## src/rtl/jt10_adpcm_div_pkg.sv

```systemverilog
// rtl/jt10_adpcm_div_pkg.sv - shared types and helpers for the ADPCM divider
// Purpose : FSM state encoding, step counter sizing and the most-negative
//           constant used by jt10_adpcm_divn and jt10_adpcm_div_step.
// Ports   : none (package).
package jt10_adpcm_div_pkg;

  typedef enum logic [1:0] {
    ST_IDLE = 2'd0,
    ST_RUN  = 2'd1,
    ST_FIX  = 2'd2
  } div_state_t;

  // Width of the step counter: must hold DW/BPC.
  function automatic int cnt_width(input int dw, input int bpc);
    return $clog2(dw / bpc + 1);
  endfunction

  // Most-negative two's-complement value, left aligned; shift right by
  // (64-DW) to get the DW-bit constant.
  localparam logic [63:0] MOST_NEG_64 = 64'h8000_0000_0000_0000;

endpackage

```

## src/rtl/jt10_adpcm_div_step.sv

```systemverilog
// rtl/jt10_adpcm_div_step.sv - one combinational restoring division step
// Purpose : shift one dividend bit into the partial remainder and subtract
//           the divisor magnitude when it fits.
// Ports   : rem_in  partial remainder in      dbit    next dividend MSB
//           div     divisor magnitude         rem_out partial remainder out
//           qbit    quotient bit retired by this step
module jt10_adpcm_div_step #(
  parameter int DW = 16
) (
  input  logic [DW-1:0] rem_in,
  input  logic          dbit,
  input  logic [DW-1:0] div,
  output logic [DW-1:0] rem_out,
  output logic          qbit
);

  logic [DW:0]   shifted;
  logic [DW-1:0] diff_lo;

  assign shifted = {rem_in, dbit};
  assign qbit    = (shifted >= {1'b0, div});
  // The difference is below |b| whenever it is kept, so DW bits suffice.
  assign diff_lo = DW'(shifted - {1'b0, div});
  assign rem_out = qbit ? diff_lo : shifted[DW-1:0];

endmodule

```

## src/rtl/jt10_adpcm_divn.sv

```systemverilog
// rtl/jt10_adpcm_divn.sv - iterative signed/unsigned divider, BPC bits per cen
// Purpose : d = a/b, r = a - b*d with truncating (C) semantics; divide by zero
//           and signed overflow flagged. Define JT10_ADPCM_DIV_ROUND_EN to
//           round the quotient to nearest (ties away from zero) instead.
// Ports   : clk, rst (async, active-high), cen (clock enable)
//           start/sgn/a/b  operation request, sampled with cen
//           d/r            quotient/remainder, held until the next FIX
//           busy/done      in-progress flag and one-cen-period result strobe
//           div0/ovf       exception flags of the last operation
module jt10_adpcm_divn
  import jt10_adpcm_div_pkg::*;
#(
  parameter int DW  = 16,
  parameter int BPC = 1
) (
  input  logic          clk,
  input  logic          rst,
  input  logic          cen,
  input  logic          start,
  input  logic          sgn,
  input  logic [DW-1:0] a,
  input  logic [DW-1:0] b,
  output logic [DW-1:0] d,
  output logic [DW-1:0] r,
  output logic          busy,
  output logic          done,
  output logic          div0,
  output logic          ovf
);

  localparam int            STEPS    = DW / BPC;
  localparam int            CW       = cnt_width(DW, BPC);
  localparam logic [DW-1:0] MOST_NEG = DW'(MOST_NEG_64 >> (64 - DW));

  div_state_t    state_q, state_d;
  logic [CW-1:0] cnt_q;
  logic [DW-1:0] dvd_q;     // dividend magnitude, quotient shifts in at LSB
  logic [DW-1:0] div_q;     // divisor magnitude
  logic [DW-1:0] rem_q;     // partial remainder
  logic [DW-1:0] a_q;       // raw dividend for the b==0 result
  logic          sa_q, sb_q, sgn_q, ovf_case_q;

  // ---------------- operand conditioning at start ----------------
  logic [DW-1:0] a_mag, b_mag;
  logic          a_neg, b_neg, ovf_case;

  assign a_neg    = sgn & a[DW-1];
  assign b_neg    = sgn & b[DW-1];
  // -MOST_NEG wraps back to 2^(DW-1), which is the exact magnitude unsigned.
  assign a_mag    = a_neg ? -a : a;
  assign b_mag    = b_neg ? -b : b;
  assign ovf_case = sgn & (a == MOST_NEG) & (b == '1);

  // ---------------- restoring step chain ----------------
  logic [BPC:0][DW-1:0] rem_c;
  logic [BPC-1:0]       qbits;
  logic [DW-1:0]        dvd_next;

  assign rem_c[0] = rem_q;

  for (genvar i = 0; i < BPC; i++) begin : g_step
    jt10_adpcm_div_step #(.DW(DW)) u_step (
      .rem_in  (rem_c[i]),
      .dbit    (dvd_q[DW-1-i]),
      .div     (div_q),
      .rem_out (rem_c[i+1]),
      .qbit    (qbits[BPC-1-i])
    );
  end

  assign dvd_next = DW'({dvd_q, qbits});

  // ---------------- result correction ----------------
  logic [DW-1:0] q_mag, rem_mag, fix_d, fix_r;
  logic          neg_d, neg_r;

  always_comb begin
    q_mag   = dvd_q;
    rem_mag = rem_q;
`ifdef JT10_ADPCM_DIV_ROUND_EN
    // Round magnitude up when the remainder is at least half the divisor;
    // the remainder then becomes rem-|b| so that r = a - b*d still holds.
    if ({rem_q, 1'b0} >= {1'b0, div_q}) begin
      q_mag   = dvd_q + 1'b1;
      rem_mag = rem_q - div_q;
    end
`endif
    neg_d = sgn_q & (sa_q ^ sb_q);
    neg_r = sgn_q & sa_q;
    fix_d = neg_d ? -q_mag : q_mag;
    fix_r = neg_r ? -rem_mag : rem_mag;
    if (div_q == '0) begin
      fix_d = '1;
      fix_r = a_q;
    end else if (ovf_case_q) begin
      fix_d = MOST_NEG;
      fix_r = '0;
    end
  end

  // ---------------- FSM ----------------
  always_comb begin
    state_d = state_q;
    if (cen) begin
      if (start) begin
        state_d = ST_RUN;
      end else begin
        case (state_q)
          ST_RUN:  if (cnt_q == '0) state_d = ST_FIX;
          ST_FIX:  state_d = ST_IDLE;
          default: state_d = state_q;
        endcase
      end
    end
  end

  always_ff @(posedge clk or posedge rst) begin
    if (rst) state_q <= ST_IDLE;
    else     state_q <= state_d;
  end

  // ---------------- datapath ----------------
  always_ff @(posedge clk or posedge rst) begin
    if (rst) begin
      cnt_q      <= '0;
      dvd_q      <= '0;
      div_q      <= '0;
      rem_q      <= '0;
      a_q        <= '0;
      sa_q       <= 1'b0;
      sb_q       <= 1'b0;
      sgn_q      <= 1'b0;
      ovf_case_q <= 1'b0;
      d          <= '0;
      r          <= '0;
      busy       <= 1'b0;
      done       <= 1'b0;
      div0       <= 1'b0;
      ovf        <= 1'b0;
    end else if (cen) begin
      done <= 1'b0;
      if (start) begin
        dvd_q      <= a_mag;
        div_q      <= b_mag;
        rem_q      <= '0;
        a_q        <= a;
        sa_q       <= a_neg;
        sb_q       <= b_neg;
        sgn_q      <= sgn;
        ovf_case_q <= ovf_case;
        cnt_q      <= CW'(STEPS - 1);
        busy       <= 1'b1;
        div0       <= 1'b0;
        ovf        <= 1'b0;
      end else begin
        case (state_q)
          ST_RUN: begin
            dvd_q <= dvd_next;
            rem_q <= rem_c[BPC];
            cnt_q <= cnt_q - 1'b1;
          end
          ST_FIX: begin
            d    <= fix_d;
            r    <= fix_r;
            div0 <= (div_q == '0);
            ovf  <= ovf_case_q & (div_q != '0);
            done <= 1'b1;
            busy <= 1'b0;
          end
          default: ;
        endcase
      end
    end
  end

endmodule

```

## config.mk

```make
export PLATFORM = sky130hd
export DESIGN_NAME = jt10_adpcm_divn
export DESIGN_NICKNAME = d
export VERILOG_FILES = /design/src/rtl/jt10_adpcm_div_pkg.sv /design/src/rtl/jt10_adpcm_div_step.sv /design/src/rtl/jt10_adpcm_divn.sv
export SDC_FILE = /design/constraint.sdc
export NUM_CORES = 1
export LEC_CHECK = 0
export ABC_AREA = 1
export CAP_MARGIN = 20
export CORE_MARGIN = 2
export CORE_UTILIZATION = 63
export DETAILED_ROUTE_END_ITERATION = 6
export PLACE_DENSITY = 0.9
export SLEW_MARGIN = 20
export SYNTH_ARGS = -nofsm -noshare
export SYNTH_HDL_FRONTEND = slang
export SYNTH_SLANG_ARGS = --single-unit
```

## constraint.sdc

```tcl
create_clock -name clk -period 8.25 [get_ports clk]
set_input_delay 1.2375 -clock clk [delete_from_list [all_inputs] [get_ports clk]]
set_output_delay 1.2375 -clock clk [all_outputs]
set_load 0.01 [all_outputs]
```

# Yosys cells after proc, flatten, opt, wreduce, memory -nomap -nowiden
# Cells that the tools add are included.
# totals
latchBits,0
mem_count,0
regBits,111
mem_bits_rw,0
in_bits,37
rom_bits,0
# op_classes
n_reduce_logical,11
n_bitwise,9
muxes,26
eq_ne,5
div_mod_pow,0
n_addsub,6
shift,0
magnitude_cmp,1
n_mul,0
# ops
op,n
two-way mux 16 bit,13
negation 16 bit,4
equality test 16 bit (second input constant),2
>= comparator 17 x 16 -> 1 bit,1
zero test 16 bit,1
nonzero test 16 bit,1
subtractor 16 bit,1
two-way mux 5 bit,2
two-way mux 1 bit,8
AND 1 bit,7
AND reduction 2 bit,3
AND reduction 3 bit,2
zero test 5 bit,1
subtractor 5 x 1 -> 5 bit (second input constant),1
two-way mux 2 bit,2
one-hot mux 2 bit (2 select lines),1
nonzero test 2 bit,2
!= test 3 bit (second input constant),1
nonzero test 3 bit,1
equality test 2 x 1 -> 1 bit (second input constant),1
equality test 2 bit (second input constant),1
inverter 1 bit,1
XOR 1 bit,1

# Depth between registers and ports, before layout
# Gate-level depths: netlist of run 1.
# depth
word_depth,5
mapped_depth,14

# Cells and area by module
# A second synthesis of run 1 with hierarchy kept.
# hier_totals
hier_cells,1107
hier_area_um2,7627.3
# by_module_without_submodules
mod,seq_area_each_um2,area_each_um2,cells_each,n_inst
jt10_adpcm_divn,2777.7,6184.7,835,1
jt10_adpcm_div_step,0.0,1442.6,272,1

# Worst setup path after synthesis of run 1
# Ideal clock, no wire load.
# synth_timing
path_kind,input-to-reg
from,input port start
to,register dvd_q[6]
setup_ns,0.130
required_ns,8.120
slack_ns,5.909
path_buffers,2
arrival_ns,2.211
path_stages,8
path_cell_list,buf_2 > nand2_1 > inv_1 > nor2_1 > inv_1 > buf_2 > o211ai_1 > o21ai_0
# synth_between
elab_chain_len,2
# synth_rtl
element,line_no,text
"start, declared",jt10_adpcm_divn.sv:19,"input logic start,"
nonzero test 2 bit (no line),-,
AND reduction 2 bit (no line),-,
"end signal, assigned",jt10_adpcm_divn.sv:143,dvd_q <= a_mag;
"end signal, assigned",jt10_adpcm_divn.sv:158,dvd_q <= dvd_next;
"end, declared",jt10_adpcm_divn.sv:37,logic [DW-1:0] dvd_q;
# Parallel ways exist; a longest one is shown, timed or not.
# A chain may end at the register's enable or synchronous reset.

# Final worst setup path of run 1
# layout_timing
from,input port start
to,register dvd_q[7]
# The elaborated chain is that of the path after synthesis.

==> impl_metrics.toml, run 1 <==
[synthesis]
synth_top_family_by_area = "simple AND/OR/NAND/NOR gates"
synth_edf_count = 0
ys.flop_type = "dfrtp_1"
syn_nets = 1103
async_flop_share_pct = 100
syn_area_um2 = 7230
avgSynthCellArea_um2 = 6.94
ys_types = 35
yosysTopAreaCellShare_pct = 38.4
synth_xor_area_share_pct = 3.51
muxShareOfSynthArea_pct = 0
ys_warn_count = 0
synth-simple-area-share_pct = 30.2
ys_top_cells_by_area = "dfrtp_1, nand2_1, inv_1"
synth-seq-area-share_pct = 38.4
synth_fa_ha_area_share_pct = 4.25
yosys-top-cells-count = "nand2_1, inv_1, dfrtp_1"
synth_most_common_cell = "nand2_1"
synth-compound-area-share_pct = 14.0
yosysTopAreaCell = "dfrtp_1"
synth_seq_cells = 111
synthCells = 1042

[grt]
grtUsageTotal_pct = 31.7
grt_pass1_wl_um = 31800
grt_pass1_vias = 6631
grt_max_degree = 71
grt_overflow = 0
antenna_found_initial = 0

[cts]
clock_latency_ns = 0.36
clock-root-buffer = "clkbuf_16"
cts_setup_buffers = 0
cts_resized = 0
clkSinkCount = 111
cts_max_level = 3
cts_buffer_depth = 2
hold_buffers = 0
clk_pin_slew_worst_paths_ns = 0.08
cts_tree = "done"
cts_made_buffers = 9

[drt]
ant_nets = 0
drt_first_pass_iters = 6
top_layer_used = "met4"
wl_met2_um = 8880
wl_met1_um = 8200
route.met3.wl_um = 1530
wl_per_cell_um = 15.4
viasPerCell = 5.79
drt_wl_total_um = 19200
vias = 7200
drt_iter0_markers = 794
drc = 0

[floorplanning]
die_x_um = 111
die_h_um = 111
std_cell_rows = 39
start_util_pct = 63.9
pin_count = 73
core-area_um2 = 11300
dieArea_um2 = 12400

[setup_path]
crit_type = "in2reg"
crit_arrival_ns = 4.68
critPathRequiredTime_ns = 8.51
worstPathMaxFanout = 70
r2r_cells = 10
cp-start-kind = "primary input"
crit_path_end_kind = "register"

[timing]
tns_ns = 0
period_minus_slack_ns = 4.42
min_period_over_period_pct = 53.5
finalHoldViolCount = 0
setup_viol = 0
slew_violations = 0
slew-limit-headroom_pct = 25.0
fmax_mhz = 226
clock_skew_ns = 0.00830
grt_setup_unrepaired = "no"
tightest_slew_ns = 1.12
timing.hold.ws_ns = 0.485

[power_and_ir_drop]
ir_drop_mv = 0.201
powerDensity_nw_per_um2 = 207
leakage_nw = 4.19

[run]
drv_cap = 0

[placement]
gp_congestion = 0.955
dp_hpwl_um = 14200
dpl_cell_area_um2 = 8010
port-buffer-count = 72

[layout]
seq_area_um2 = 2780
n_antenna_cell = 0
nNetsFinal = 1157
drive_gt1_share_pct = 3.27
multi_input_area_um2 = 3770
area_growth_pct = 14.6
final_core_utilization_pct = 73.2
fin_area_um2 = 8290
n_fill_cell = 921

[status]
status = "completed"

[min_path]
min_path_type = "reg2reg"
hold_depth = 2
-- routing by layer --
layer | track usage [%] | up-vias
met5 | 0 | -
met4 | 10.6 | 0
met3 | 7.11 | 54
met2 | 50.7 | 341
met1 | 43.1 | 3323
li1 | - | 3482
-- power breakdown --
group	switching, mW	internal (mW)
sequential	0.0716	0.644
combinational	0.346	0.243
clock	0.205	0.207
total	0.622	1.09
-- metrics by stage --
stage	setup slack [ns]	power, mW	instances
after floorplan	4.08	1.07	1042
after global placement	3.31	1.28	1228
after detailed placement	3.24	1.30	1228
after CTS	3.57	1.71	1244
after global routing	3.55	1.82	1244
final	3.83	1.72	1244
-- final cells by class --
type | instances | area share (%)
clock buffers | 10 | 2.76
clock inverters | 6 | 0.543
inverters | 148 | 6.73
multi-input cells | 752 | 45.4
flip-flops and latches | 111 | 33.5
well taps | 143 | 2.16
repair buffers | 74 | 8.87
-- layout by cell type (no fill, tap or decap), types with 3 or more instances in the layout --
| master | synthesis | routed |
|---|---|---|
| inv_2 | 6 | 6 |
| inv_1 | 141 | 140 |
| nand3b_1 | 3 | 3 |
| ha_1 | 23 | 23 |
| o21ai_0 | 95 | 95 |
| o211ai_1 | 5 | 5 |
| clkinvlp_4 | 0 | 3 |
| nor2_1 | 81 | 81 |
| dfrtp_1 | 111 | 111 |
| nand3_1 | 102 | 102 |
| a21oi_1 | 36 | 36 |
| o21ai_1 | 29 | 29 |
| nand4_1 | 18 | 18 |
| clkbuf_16 | 0 | 9 |
| nor3_1 | 9 | 9 |
| nand2_1 | 283 | 282 |
| xnor2_1 | 6 | 6 |
| xor2_1 | 23 | 23 |
| clkdlybuf4s50_1 | 0 | 72 |
| a22oi_1 | 17 | 17 |
| o31ai_1 | 3 | 3 |
-- logic make-up after synthesis --
family / count (synthesis)
simple gates: 510
compound gates: 189
buf+inv: 179
flops: 111
xor+xnor: 29
fa+ha+maj: 24
-- state kept, by name, summed over array words and instances, names as in the netlist, 2 cells and up --
| register | cells |
|---|---|
| state_q | 2 |
| dvd_q | 16 |
| div_q | 16 |
| r | 16 |
| cnt_q | 5 |
| rem_mag | 16 |
| a_q | 16 |
| d | 16 |
-- worst paths after layout --
kind,startpoint,to,slack (ns)
max,start,dvd_q[7]$_DFFE_PP0P_,3.83
max in group asynchronous,rst,a_q[5]$_DFFE_PP0P_,5.77
min,a_q[3]$_DFFE_PP0P_,r[3]$_DFFE_PP0P_,0.49
min reg2reg,a_q[3]$_DFFE_PP0P_,r[3]$_DFFE_PP0P_,0.49
max reg2reg,rem_mag[8]$_DFFE_PP0P_,rem_mag[14]$_DFFE_PP0P_,5.80
min in group asynchronous,rst,div_q[11]$_DFFE_PP0P_,1.37
-- worst max-delay path, cell delays in order --
cell	delay, ns
clkdlybuf4s50_1	1.02
nand2_4	0.58
inv_1	0.69
nor2_1	0.11
buf_4	0.24
inv_1	0.46
o211ai_1	0.18
o21ai_0	0.12
Power figures use the tool's default switching activity.
==> inputs of run 2 (changes only) <==
--- a/config.mk
+++ b/config.mk
@@ -8,9 +8,9 @@
 export ABC_AREA = 1
 export CAP_MARGIN = 20
 export CORE_MARGIN = 2
-export CORE_UTILIZATION = 63
+export CORE_UTILIZATION = 52
 export DETAILED_ROUTE_END_ITERATION = 6
-export PLACE_DENSITY = 0.9
+export PLACE_DENSITY = 0.8
 export SLEW_MARGIN = 20
 export SYNTH_ARGS = -nofsm -noshare
 export SYNTH_HDL_FRONTEND = slang
==> constraint.sdc (replaced) <==
create_clock -name clk -period 3.6 [get_ports clk]
set_input_delay 0.54 -clock clk [delete_from_list [all_inputs] [get_ports clk]]
set_output_delay 0.54 -clock clk [all_outputs]
set_load 0.01 [all_outputs]
==> run 2 against run 1 <==
Non-clock buffer count is 6 higher. Cell area is 1.5% higher. Flip-flop and latch count stayed put. Die area is 20% higher. Critical endpoint is now rem_mag[2]$_DFFE_PP0P_.
==> impl_metrics.toml, run 2 (synthesis results as in run 1) <==
[status]
status = "completed"

[power_and_ir_drop]
powerDensity_nw_per_um2 = 479
ir_drop_mv = 0.466
swShare_pct = 35.1
p_seq_share_pct = 40.7
combPwrFrac_pct = 33.7
pwr-share-clk_pct = 25.6
total_power_mw = 4.03
leakage_nw = 4.24
intPower_mw = 2.62
power.switching_mw = 1.41

[timing]
finalHoldViolCount = 0
grt_setup_unrepaired = "no"
tns_ns = 0
slew-limit-headroom_pct = 50.0
fin_ws_ns = 1.08
slew_violations = 0
period_minus_slack_ns = 2.52
timing.hold.ws_ns = 0.485
min_period_over_period_pct = 70.0
clock_skew_ns = 0.00816
setup_viol = 0
tightest_slew_ns = 0.751
fmax_mhz = 397

[setup_path]
crit_path_end_kind = "register"
critPathTopFamily = "simple AND/OR/NAND/NOR gates"
crit_path_frequent_cell = "nand3_1"
slowest_stage = "dfrtp_1"
crit_path_cell_trace = "ha_1 > nand2_1 > nor2_1 > nand3_1 > nand3_1 > nand2_2 > nand2_2 > o21ai_0 > nand3_1 > nand2_1"
cp-start-kind = "register"
worstPathMaxFanout = 18
timing.rr.start = "rem_mag[7]$_DFFE_PP0P_"
ff2ff_setup_slack_ns = 1.08
r2r_cells = 10
crit_arrival_ns = 2.77
max_stage_delay_ns = 0.47
worstReg2RegEnd = "rem_mag[2]$_DFFE_PP0P_"
cp_num_buf_inv = 0
crit_type = "reg2reg"
critPathRequiredTime_ns = 3.85

[drt]
drt_wl_total_um = 19700
drt_first_pass_iters = 5
ant_nets = 0
viasPerCell = 5.50
vias = 7073
wl_per_cell_um = 15.3
drt_iter0_markers = 694
drc = 0

[layout]
final_common_cell = "nand2_1"
fin_area_um2 = 8420
area_growth_pct = 16.4
drive_gt1_share_pct = 3.62
final_cell_mix = "nand2_1, inv_1, dfrtp_1, nand3_1, o21ai_0"
nNetsFinal = 1163
n_antenna_cell = 0

[placement]
port-buffer-count = 72
dp_hpwl_um = 14700
dpl_cell_area_um2 = 8120
gp_congestion = 0.957
pre_cts_ws_ns = 0.738

[run]
drv_cap = 0

[cts]
cts_setup_buffers = 0
clk_pin_slew_worst_paths_ns = 0.07
cts_tree = "done"
clock_latency_ns = 0.36
cts_max_level = 3
cts_buffer_depth = 2
cts_made_buffers = 9
hold_buffers = 0
clock-root-buffer = "clkbuf_16"
clkSinkCount = 111
cts_resized = 0

[floorplanning]
pin_count = 73
dieArea_um2 = 14900
die_x_um = 122
start_util_pct = 52.7
std_cell_rows = 43
core-area_um2 = 13700
die_h_um = 122

[grt]
antenna_found_initial = 0
grt_pass1_wl_um = 32100
grt_max_degree = 82
grt_overflow = 0
grtUsageTotal_pct = 27.6
grt_pass1_vias = 6487

[min_path]
min_path_type = "reg2reg"
min_from = "div_q[10]$_DFFE_PP0P_"
hold_depth = 2
min_to = "div_q[10]$_DFFE_PP0P_"
## run 2: cell types whose count changed in the layout (fill, tap and decap cells not counted)
cell and delta:
clkinv_2 -1, buf_12 +1, nand2_2 +1, clkbuf_1 +1, bufinv_16 +1, inv_4 -1, clkinvlp_4 -3, clkbuf_8 +2
buf_4 +5, nand2_4 -1
## run 2: worst max-delay path by stage
| stage | from | end | cells past startpoint |
|---|---|---|---|
| after CTS | start | r[6]$_DFFE_PP0P_ | 8 |
| after floorplan | rst | a_q[0]$_DFFE_PP0P_ | 1 |
| final | rem_mag[7]$_DFFE_PP0P_ | rem_mag[2]$_DFFE_PP0P_ | 10 |
| after detailed placement | start | r[5]$_DFFE_PP0P_ | 8 |
| after global routing | start | r[6]$_DFFE_PP0P_ | 8 |
| after global placement | start | r[5]$_DFFE_PP0P_ | 8 |
## run 2: power groups by stage
| stage | clock [mW] | combinational [mW] | sequential [mW] |
|---|---|---|---|
| detailed placement | 0 | 1.33 | 1.65 |
| global placement | 0 | 1.32 | 1.65 |
| floorplan | 0 | 0.797 | 1.67 |
| CTS | 1.04 | 1.36 | 1.63 |
| global route | 1.10 | 1.52 | 1.66 |
| finish | 1.03 | 1.36 | 1.64 |
## run 2: final cells by class
type                            instances  area (um^2)
Clock buffer                           13          260
Clock inverter                          2         38.8
Fill cell                            1290         5300
Inverter                              148          561
Multi-Input combinational cell        752         3760
Sequential cell                       111         2780
Tap cell                              180          225
Timing Repair Buffer                   80          793
## run 2: metal layers
layer,global-route usage [%],wire length [um],vias up,part of all wire (%)
li1,-,-,3506,-
met1,38.4,8990,3307,46
met2,44.3,9130,231,46
met3,4.78,1220,29,6.2
met4,8.48,374,0,1.9
met5,0,0,-,0
## run 2: stage by stage
| stage | cells | utilization (%) |
|---|---|---|
| final | 1286 | 61.4 |
| after global routing | 1286 | 61.4 |
| after CTS | 1286 | 61.3 |
| after detailed placement | 1271 | 59.2 |
| after global placement | 1271 | 59.2 |
| after floorplan | 1042 | - |
## run 2: tightest hold or removal path, cell delays in order (launching register included)
cell and delay, ns:
dfrtp_1 0.35, nand2_1 0.05, o21ai_0 0.06
